`config.mk`:
```
export PLATFORM = sky130hd
export DESIGN_NAME = select_decode_unit
export DESIGN_NICKNAME = d
export VERILOG_FILES = /design/src/rtl/select_decode_unit_pkg.sv /design/src/rtl/select_decode_unit_onehot_decoder.sv /design/src/rtl/select_decode_unit.sv
export SDC_FILE = /design/constraint.sdc
export NUM_CORES = 1
export LEC_CHECK = 0
export BUFFER_PORTS_ARGS = -buffer_cell sky130_fd_sc_hd__buf_2
export CAP_MARGIN = 20
export CORE_AREA = 3 3 71 99
export CTS_BUF_LIST = sky130_fd_sc_hd__clkbuf_4 sky130_fd_sc_hd__clkbuf_8
export DETAILED_ROUTE_END_ITERATION = 16
export DIE_AREA = 0 0 74 102
export PLACE_DENSITY = 0.76
export SLEW_MARGIN = 20
export SYNTH_ARGS = -nofsm -noshare
export SYNTH_HDL_FRONTEND = slang
export SYNTH_SLANG_ARGS = --single-unit
```
`constraint.sdc`:
```
create_clock -name clk -period 1.5 [get_ports clk]
set_clock_uncertainty 0.2 [all_clocks]
set_input_delay 0 -clock clk [delete_from_list [all_inputs] [get_ports clk]]
set_output_delay 0 -clock clk [all_outputs]
set_load 0.005 [all_outputs]
```
`src/rtl/select_decode_unit_pkg.sv`:
```
// Shared constants and types for the register-select/decode stage.
// IR field positions and register file sizing.
package select_decode_unit_pkg;

    localparam int DATA_W  = 32;
    localparam int NREGS   = 16;
    localparam int IDX_W   = $clog2(NREGS);
    localparam int C_W     = 19;
    localparam int OPC_MSB = 31;
    localparam int OPC_LSB = 27;
    localparam int OPC_W   = OPC_MSB - OPC_LSB + 1;
    localparam int RA_MSB  = 26;
    localparam int RB_MSB  = 22;
    localparam int RC_MSB  = 18;

    typedef enum logic [1:0] {
        SEL_NONE,
        SEL_RA,
        SEL_RB,
        SEL_RC
    } sel_e;

endpackage

```
`src/rtl/select_decode_unit_onehot_decoder.sv`:
```
// Combinational index-to-one-hot decoder with enable.
// Output is all zeros when en is low.
module onehot_decoder #(
    parameter int IDX_W = 4
) (
    input  logic               en,
    input  logic [IDX_W-1:0]   idx,
    output logic [2**IDX_W-1:0] out
);

    always_comb begin
        out = '0;
        if (en) out[idx] = 1'b1;
    end

endmodule

```
`src/rtl/select_decode_unit.sv`:
```
// Register-select and decode stage: latches IR, picks ra/rb/rc
// and drives registered one-hot R*in/R*out enables.
module select_decode_unit
    import select_decode_unit_pkg::*;
(
    input  logic              clk,
    input  logic              clr,
    input  logic [DATA_W-1:0] ir_in,
    input  logic              ir_load,
    input  logic              gra,
    input  logic              grb,
    input  logic              grc,
    input  logic              r_in_en,
    input  logic              r_out_en,
    input  logic              ba_out,
    output logic [NREGS-1:0]  r_in,
    output logic [NREGS-1:0]  r_out,
    output logic              bus_zero,
    output logic [DATA_W-1:0] c_sign_ext,
    output logic [OPC_W-1:0]  opcode,
    output logic              sel_err
);

    logic [DATA_W-1:0] ir;
    logic [IDX_W-1:0]  idx;
    logic              any_g;
    logic              multi_g;
    sel_e              sel;
    logic [NREGS-1:0]  in_oh;
    logic [NREGS-1:0]  out_oh;

    assign opcode     = ir[OPC_MSB:OPC_LSB];
    assign c_sign_ext = {{(DATA_W-C_W){ir[C_W-1]}}, ir[C_W-1:0]};

    assign any_g   = gra | grb | grc;
    assign multi_g = (gra & grb) | (gra & grc) | (grb & grc);

    // gra wins over grb, grb over grc
    always_comb begin
        sel = SEL_NONE;
        if (gra)      sel = SEL_RA;
        else if (grb) sel = SEL_RB;
        else if (grc) sel = SEL_RC;
    end

    always_comb begin
        idx = '0;
        case (sel)
            SEL_RA:   idx = ir[RA_MSB -: IDX_W];
            SEL_RB:   idx = ir[RB_MSB -: IDX_W];
            SEL_RC:   idx = ir[RC_MSB -: IDX_W];
            default:  idx = '0;
        endcase
    end

    onehot_decoder #(.IDX_W(IDX_W)) u_in_dec (
        .en  (r_in_en & any_g),
        .idx (idx),
        .out (in_oh)
    );

    onehot_decoder #(.IDX_W(IDX_W)) u_out_dec (
        .en  ((r_out_en | ba_out) & any_g),
        .idx (idx),
        .out (out_oh)
    );

    always_ff @(posedge clk or negedge clr) begin
        if (!clr) begin
            ir       <= '0;
            r_in     <= '0;
            r_out    <= '0;
            bus_zero <= 1'b0;
            sel_err  <= 1'b0;
        end else begin
            if (ir_load) ir <= ir_in;
            r_in     <= in_oh;
            r_out    <= out_oh;
            bus_zero <= ba_out & any_g & (idx == '0);
            // a multi-select in the load cycle keeps the flag set
            if (multi_g)      sel_err <= 1'b1;
            else if (ir_load) sel_err <= 1'b0;
        end
    end

endmodule

```
==> metrics.csv, run 1 <==
stage,metric,value,unit
finish,nets,386,
cts,Clock Path Buffers,2,
power,Leak Pwr,1.96,nW
setup_path,Critical Path End Type,flip-flop,
sta,unrepaired setup endpoints after global routing,true,
die,Initial Util,43.9,%
logic_synthesis,syn nets,256,
outcome,status,"finished, violations left",
global_routing,number of global-route vias before repair,2039,
cts,CTS tree,yes,
die,Rows,34,
finish,share of post-route cells with drive strength above 1,54.9,%
hold_path,Hold/Removal Path Class,input pin to flip-flop,
cts,TritonCTS Sinks,66,
die,die width,74,um
die,I/O pins,112,
sta,worst-margin pin slew,0.383,ns
logic_synthesis,register area share after synthesis,60.1,%
die,die extent in y,102,um
global_routing,largest net degree at the start of global routing,39,
sta,fin worst setup slack,-0.00929,ns
sta,Final setup viols,2,
cts,deepest level of the CTS H-tree,3,
route,Initial DRC Count,51,
die,die footprint,0.00755,mm^2
route,drt total wl,6.12,mm
logic_synthesis,largest area contributor in the synthesized netlist,dfrtp_1,
cts,clk slew on worst S/H paths,0.07,ns
cts,Num CTS Buffers,9,
global_routing,grt total ovfl,0,
sta,Final Hold Fails,26,
logic_synthesis,synthesized area,0.00275,mm^2
logic_synthesis,post-synthesis average cell area,12.8,um^2
logic_synthesis,Synth warnings,0,
placed_design,dpl hpwl,4.02,mm
logic_synthesis,largest cells by area after synthesis,"dfrtp_1, mux2_2, buf_4, nor2_1, nand3_1",
sta,Hold Slack,-0.0296,ns
logic_synthesis,top-area cell type share of the netlist area,60.1,%
setup_path,Worst Setup Start Kind,input pin,
setup_path,crit path max fanout,8,
placed_design,port bufs,111,
power,PD cells,1100,mW/mm^2
placed_design,DP Area,0.00315,mm^2
logic_synthesis,Synth cell types,29,
cts,CTS Root Cell,clkbuf_8,
global_routing,first-pass GRT wire length,9.60,mm
logic_synthesis,count of mapped cells out of synthesis,215,
global_routing,gr usage total,16.9,%
die,Placeable Area,0.00625,mm^2
finish,# diodes,0,
route,via count,1985,
route,remaining antenna violation count,0,
route,Vias/cell,4.70,
sta,fmax,0.663,GHz
sta,min Tclk post-route,1.51,ns
placed_design,GP Congestion,0.773,
power,peak supply drop,0.000467,V
outcome,failing checks,"hold timing, setup timing",
sta,fin crit share,101,%
setup_path,crit path DAT,1.53,ns
logic_synthesis,#FFs+latches synth,66,
global_routing,antenna violations before repair,0,
route,Pre-antenna DRT Iters,4,
finish,fillers,488,
run,total of max-cap violations,0,
cts,Clock Latency Late Sink,0.34,ns
setup_path,WS Path Type,input pin to flip-flop,
sta,Max Slew Vio Count,0,
sta,worst relative slew slack,74.4,%
finish,Layout area overhead,41.9,%
route,Post-route DRC,0,
route,drt wl/cell,14.5,um
finish,post-route cell area,0.00390,mm^2
setup_path,worst endpoint required time,1.52,ns
-- cells in the mapped netlist, drive strengths merged --
library cell  number
dfrtp             66
buf               43
nor2              34
mux2              30
nand3             10
a21oi              5
nand3b             4
inv                3
nand2              3
a22o               2
a22oi              2
nand2b             2
o21ai              2
a21o               1
and2               1
and2b              1
and3b              1
clkbuf             1
o21a               1
o22ai              1
o31ai              1
or3                1
-- logic make-up after synthesis --
kind of cell	synth area share [%]
AO/OA/AOI/OAI	4.51
buffers and inverters	12.3
flip-flops	60.1
multiplexers	12.3
AND/OR/NAND/NOR	10.8
-- final timing paths --
path / from / to / slack (ns) / cells past startpoint
setup / recovery: grc / r_out[2]$_DFF_PN0_ / -0.009 / 6
hold / removal: ir_load / ir[2]$_DFFE_PN0P_ / -0.03 / 3
setup reg to reg: ir[19]$_DFFE_PN0P_ / r_in[0]$_DFF_PN0_ / 0.01 / 5
hold reg to reg: ir[7]$_DFFE_PN0P_ / ir[7]$_DFFE_PN0P_ / 0.31 / 1
max in group asynchronous: clr / ir[23]$_DFFE_PN0P_ / 0.16 / 4
min in group asynchronous: clr / r_in[7]$_DFF_PN0_ / 0.44 / 3
-- critical path, cell delays in order --
cell,delay [ns]
dlygate4sd3_1,0.53
buf_2,0.17
or3_4,0.42
o21a_1,0.16
nand2_2,0.18
nor2_1,0.07
-- through the flow --
stage	cells	setup TNS [ns]	power, W	setup slack, ns	util (%)
global route	422	-0.859	0.00450	-0.0667	62.3
finish	422	-0.0136	0.00430	-0.00929	62.3
detailed placement	362	-0.186	0.00255	-0.0317	50.4
CTS	429	0	0.00434	0.00891	62.3
floorplan	215	0	0.00239	0.0234	-
global placement	362	0	0.00253	0.0374	50.4
-- metal layers --
layer / vias to the layer above / track usage [%] / wire length, um
li1: 943 / - / -
met4: 0 / 8.09 / 213
met3: 18 / 3.74 / 349
met2: 77 / 29.0 / 3240
met1: 947 / 19.8 / 2330
met5: - / 0 / 0
-- registers in the layout, summed over array words and instances, names as in the netlist --
register  count
bus_zero      1
ir           32
r_out        16
sel_err       1
r_in         16
-- cell type report --
class | instances | area (um^2) | share of cell area, %
Sequential cell | 66 | 1650 | 42.4
Timing Repair Buffer | 163 | 1080 | 27.8
Tap cell | 72 | 90.1 | 2.31
Multi-Input combinational cell | 102 | 833 | 21.4
Clock buffer | 9 | 124 | 3.18
Clock inverter | 7 | 101 | 2.60
Inverter | 3 | 11.3 | 0.289
-- layout by cell type (no fill, tap or decap), drive strengths merged --
cell and instances:
clkinvlp 2, a22oi 2, buf 119, dlygate4sd3 43, and2b 1, o21a 1, nand3b 4, and3b 1
a21o 1, dfrtp 66, nor2 34, nand3 10, inv 4, o22ai 1, nand2 3, nand2b 2
bufinv 2, clkbuf 10, a22o 2, and2 1, clkinv 2, o31ai 1, o21ai 2, a21oi 5
mux2 30, or3 1
-- timing repair --
action	4_1_cts	5_1_grt
setup buffers	0	2
pin swaps	1	10
gates resized for setup	4	17
setup endpoints to repair	14	78
hold endpoints to repair	132	7
hold buffers	51	1
-- power breakdown --
part / total (W) / leakage [nW] / switching, W / internal, W
clock: 0.00166 / 0.106 / 0.000709 / 0.000946
combinational: 0.000698 / 1.01 / 0.000325 / 0.000373
sequential: 0.00195 / 0.842 / 0.0000523 / 0.00190
total: 0.00430 / 1.96 / 0.00109 / 0.00322
No activity file was read; power rests on OpenSTA's default activity.
==> run 2, diff against run 1 <==
Settings changed: CORE_AREA 3 3 71 99 to 3 3 95 133, DIE_AREA 0 0 74 102 to 0 0 98 136, PLACE_DENSITY 0.76 to 0.46.
==> run 2 against run 1 <==
Effect of this change:
- the run still ends with hold timing, setup timing left
- sequential share of layout area shrank 0.31 points
- wire length rose by 11%
- clock power shrank 20%
==> metrics.csv, run 2 (synthesized netlist as in run 1, its figures left out) <==
stage,metric,value,unit,change
outcome,status,"finished, violations left",,
outcome,failing checks,"hold timing, setup timing",,
route,highest metal used,met4,,
power,Net Switching,0.00107,W,-1.2%
finish,non-filler cells in the finished layout,497,,+18%
hold_path,Worst Hold Depth,4,,+1
die,die footprint,0.0133,mm^2,+77%
power,clock power share,33.4,%,-5.1 points
sta,fin worst setup slack,-0.0194,ns,-0.0101 ns
power,sequential power share,49.1,%,+3.8 points
route,via count,1971,,-0.71%
cts,CTS tree,yes,,
route,Pre-antenna DRT Iters,4,,unchanged
setup_path,cell family with most CP delay,simple AND/OR/NAND/NOR gates,,
sta,Max Slew Vio Count,0,,unchanged
die,Initial Util,24.0,%,-20 points
cts,clk slew on worst S/H paths,0.08,ns,about the same
die,Rows,46,,+35%
sta,min Tclk post-route,1.52,ns,+0.0101 ns
placed_design,port bufs,111,,unchanged
finish,nets,389,,+0.78%
route,WL met1,2.74,mm,+18%
sta,worst relative slew slack,71.2,%,-3.2 points
setup_path,CP max stage cell,dfrtp_1,,
cts,Clock Path Buffers,2,,unchanged
power,peak supply drop,0.000338,V,-28%
route,drt total wl,6.77,mm,+11%
sta,unrepaired setup endpoints after global routing,true,,
sta,worst-margin pin slew,0.430,ns,+0.0475 ns
setup_path,crit path max fanout,8,,unchanged
global_routing,gr usage total,10.5,%,-6.4 points
setup_path,CP Buf/Inv Count,1,,-1
global_routing,first-pass GRT wire length,10.8,mm,+12%
route,WL met2,3.48,mm,+7.6%
sta,fmax,0.658,GHz,-0.66%
setup_path,crit path DAT,1.59,ns,+0.06 ns
die,die extent in y,136,um,+33%
setup_path,R2R depth,5,,unchanged
global_routing,antenna violations before repair,0,,unchanged
die,die width,98,um,+32%
route,Post-route DRC,0,,unchanged
cts,CTS Root Cell,clkbuf_8,,
finish,max FFs per register,32,,unchanged
power,PD cells,1010,mW/mm^2,-8.5%
finish,# diodes,0,,unchanged
cts,# Post-CTS Setup Buffers,0,,unchanged
power,cell-internal power,0.00289,W,-10%
power,Combinational Power Share,17.4,%,+1.2 points
finish,"commonest non-fill, non-tap cells in the layout","buf_2, dfrtp_1, dlygate4sd3_1",,
die,I/O pins,112,,unchanged
route,drt wl/cell,13.6,um,-6.1%
setup_path,Critical Path End Type,flip-flop,,
cts,Clock Latency Late Sink,0.34,ns,about the same
sta,Final setup viols,9,,+7
placed_design,placed instance count,435,,+20%
sta,fin crit share,101,%,+0.67 points
sta,Final Hold Fails,2,,-92%
cts,Num CTS Buffers,9,,unchanged
global_routing,largest net degree at the start of global routing,67,,+72%
setup_path,WS Path Type,flip-flop to flip-flop,,
run,total of max-cap violations,0,,unchanged
finish,Layout area overhead,42.9,%,
setup_path,worst endpoint required time,1.57,ns,+0.05 ns
setup_path,WP depth,5,,-1
sta,Hold Slack,-0.00810,ns,+0.0215 ns
power,Sw Ratio,27.1,%,+1.8 points
finish,Biggest register,ir,,
cts,TritonCTS Sinks,66,,unchanged
route,metal3 WL,411,um,+18%
finish,share of post-route cells with drive strength above 1,51.8,%,-3.0 points
power,Leak Pwr,1.96,nW,-0.23%
finish,largest registers,"ir x32, r_in x16, r_out x16",,
placed_design,dpl hpwl,4.55,mm,+13%
finish,fillers,1181,,+140%
setup_path,Worst Setup Start Kind,flip-flop,,
setup_path,critical path cell sequence,and3b_1 > o31ai_4 > buf_6 > nand3_4 > nor2_1,,
route,Initial DRC Count,21,,-59%
die,Placeable Area,0.0115,mm^2,+83%
finish,"most common cell after layout, fill and taps aside",buf_2,,
route,remaining antenna violation count,0,,unchanged
hold_path,Hold/Removal Path Class,input pin to flip-flop,,
global_routing,number of global-route vias before repair,2129,,+4.4%
placed_design,GP Congestion,0.722,,-6.7%
route,Vias/cell,3.97,,-16%
global_routing,grt total ovfl,0,,unchanged
setup_path,crit-path max cell delay,0.39,ns,-0.14 ns
cts,deepest level of the CTS H-tree,3,,unchanged
## run 2: changes by cell type in the layout (fill, tap and decap cells not counted), sizes merged
cell / change
dlygate4sd3: +2
buf: +2
clkinv: +1
bufinv: -2
## run 2: routing by layer
metal  global-route usage, %  up-vias
met3                    2.87        8
met4                    5.31        0
met2                    18.0       71
met5                       0        -
met1                    12.1      950
li1                        -      942
## run 2: worst reg2reg max path: cells and delay by family, from the launching register on
family / cells / cell delay, ns
flip-flops: 1 / 0.39
AO/OA/AOI/OAI: 1 / 0.24
AND/OR/NAND/NOR: 3 / 0.47
buffers and inverters: 1 / 0.15
## run 2: stage by stage
stage / util (%) / setup slack (ns) / power [W] / setup TNS (ns) / cell area (um^2)
after global routing: 34.3 / -0.108 / 0.00420 / -1.89 / 3930
after CTS: 34.5 / -0.0277 / 0.00405 / -0.223 / 3950
after detailed placement: 28.4 / -0.0134 / 0.00257 / -0.0523 / 3250
after floorplan: - / 0.0234 / 0.00239 / 0 / 2750
final: 34.3 / -0.0194 / 0.00397 / -0.0836 / 3930
after global placement: 28.4 / 0.0106 / 0.00256 / 0 / 3250
## run 2: repair_timing
item                                    CTS  global route
hold buffers                             50             1
endpoints found under the setup margin   13            38
gates resized for setup                   3             5
hold endpoints to repair                116             5
pin swaps                                 1             3
## run 2: final timing paths
kind / from / to / slack [ns]
min in group asynchronous: clr / r_out[15]$_DFF_PN0_ / 0.57
worst min-delay path: ir_load / ir[26]$_DFFE_PN0P_ / -0.008
worst max register to register: ir[15]$_DFFE_PN0P_ / r_in[12]$_DFF_PN0_ / -0.02
max in group asynchronous: clr / ir[24]$_DFFE_PN0P_ / 0.21
worst min register to register: ir[5]$_DFFE_PN0P_ / ir[5]$_DFFE_PN0P_ / 0.30
worst max-delay path: ir[15]$_DFFE_PN0P_ / r_in[12]$_DFF_PN0_ / -0.02
## run 2: area by class of cell
type,count,area (um^2),share of cell area [%]
clock inverter,6,42.5,1.08
inverter,3,11.3,0.287
tap,144,180,4.59
multi-input combinational,102,786,20.0
sequential,66,1650,42.1
clock buffer,10,131,3.35
timing repair buffer,166,1120,28.6
## run 2: power groups by stage
stage	combinational, W	sequential, W	clock, W
3_5_place_dp	0.000590	0.00198	0
2_1_floorplan	0.000404	0.00198	0
5_1_grt	0.000765	0.00196	0.00147
3_3_place_gp	0.000581	0.00198	0
6_report	0.000692	0.00195	0.00133
4_1_cts	0.000719	0.00195	0.00139
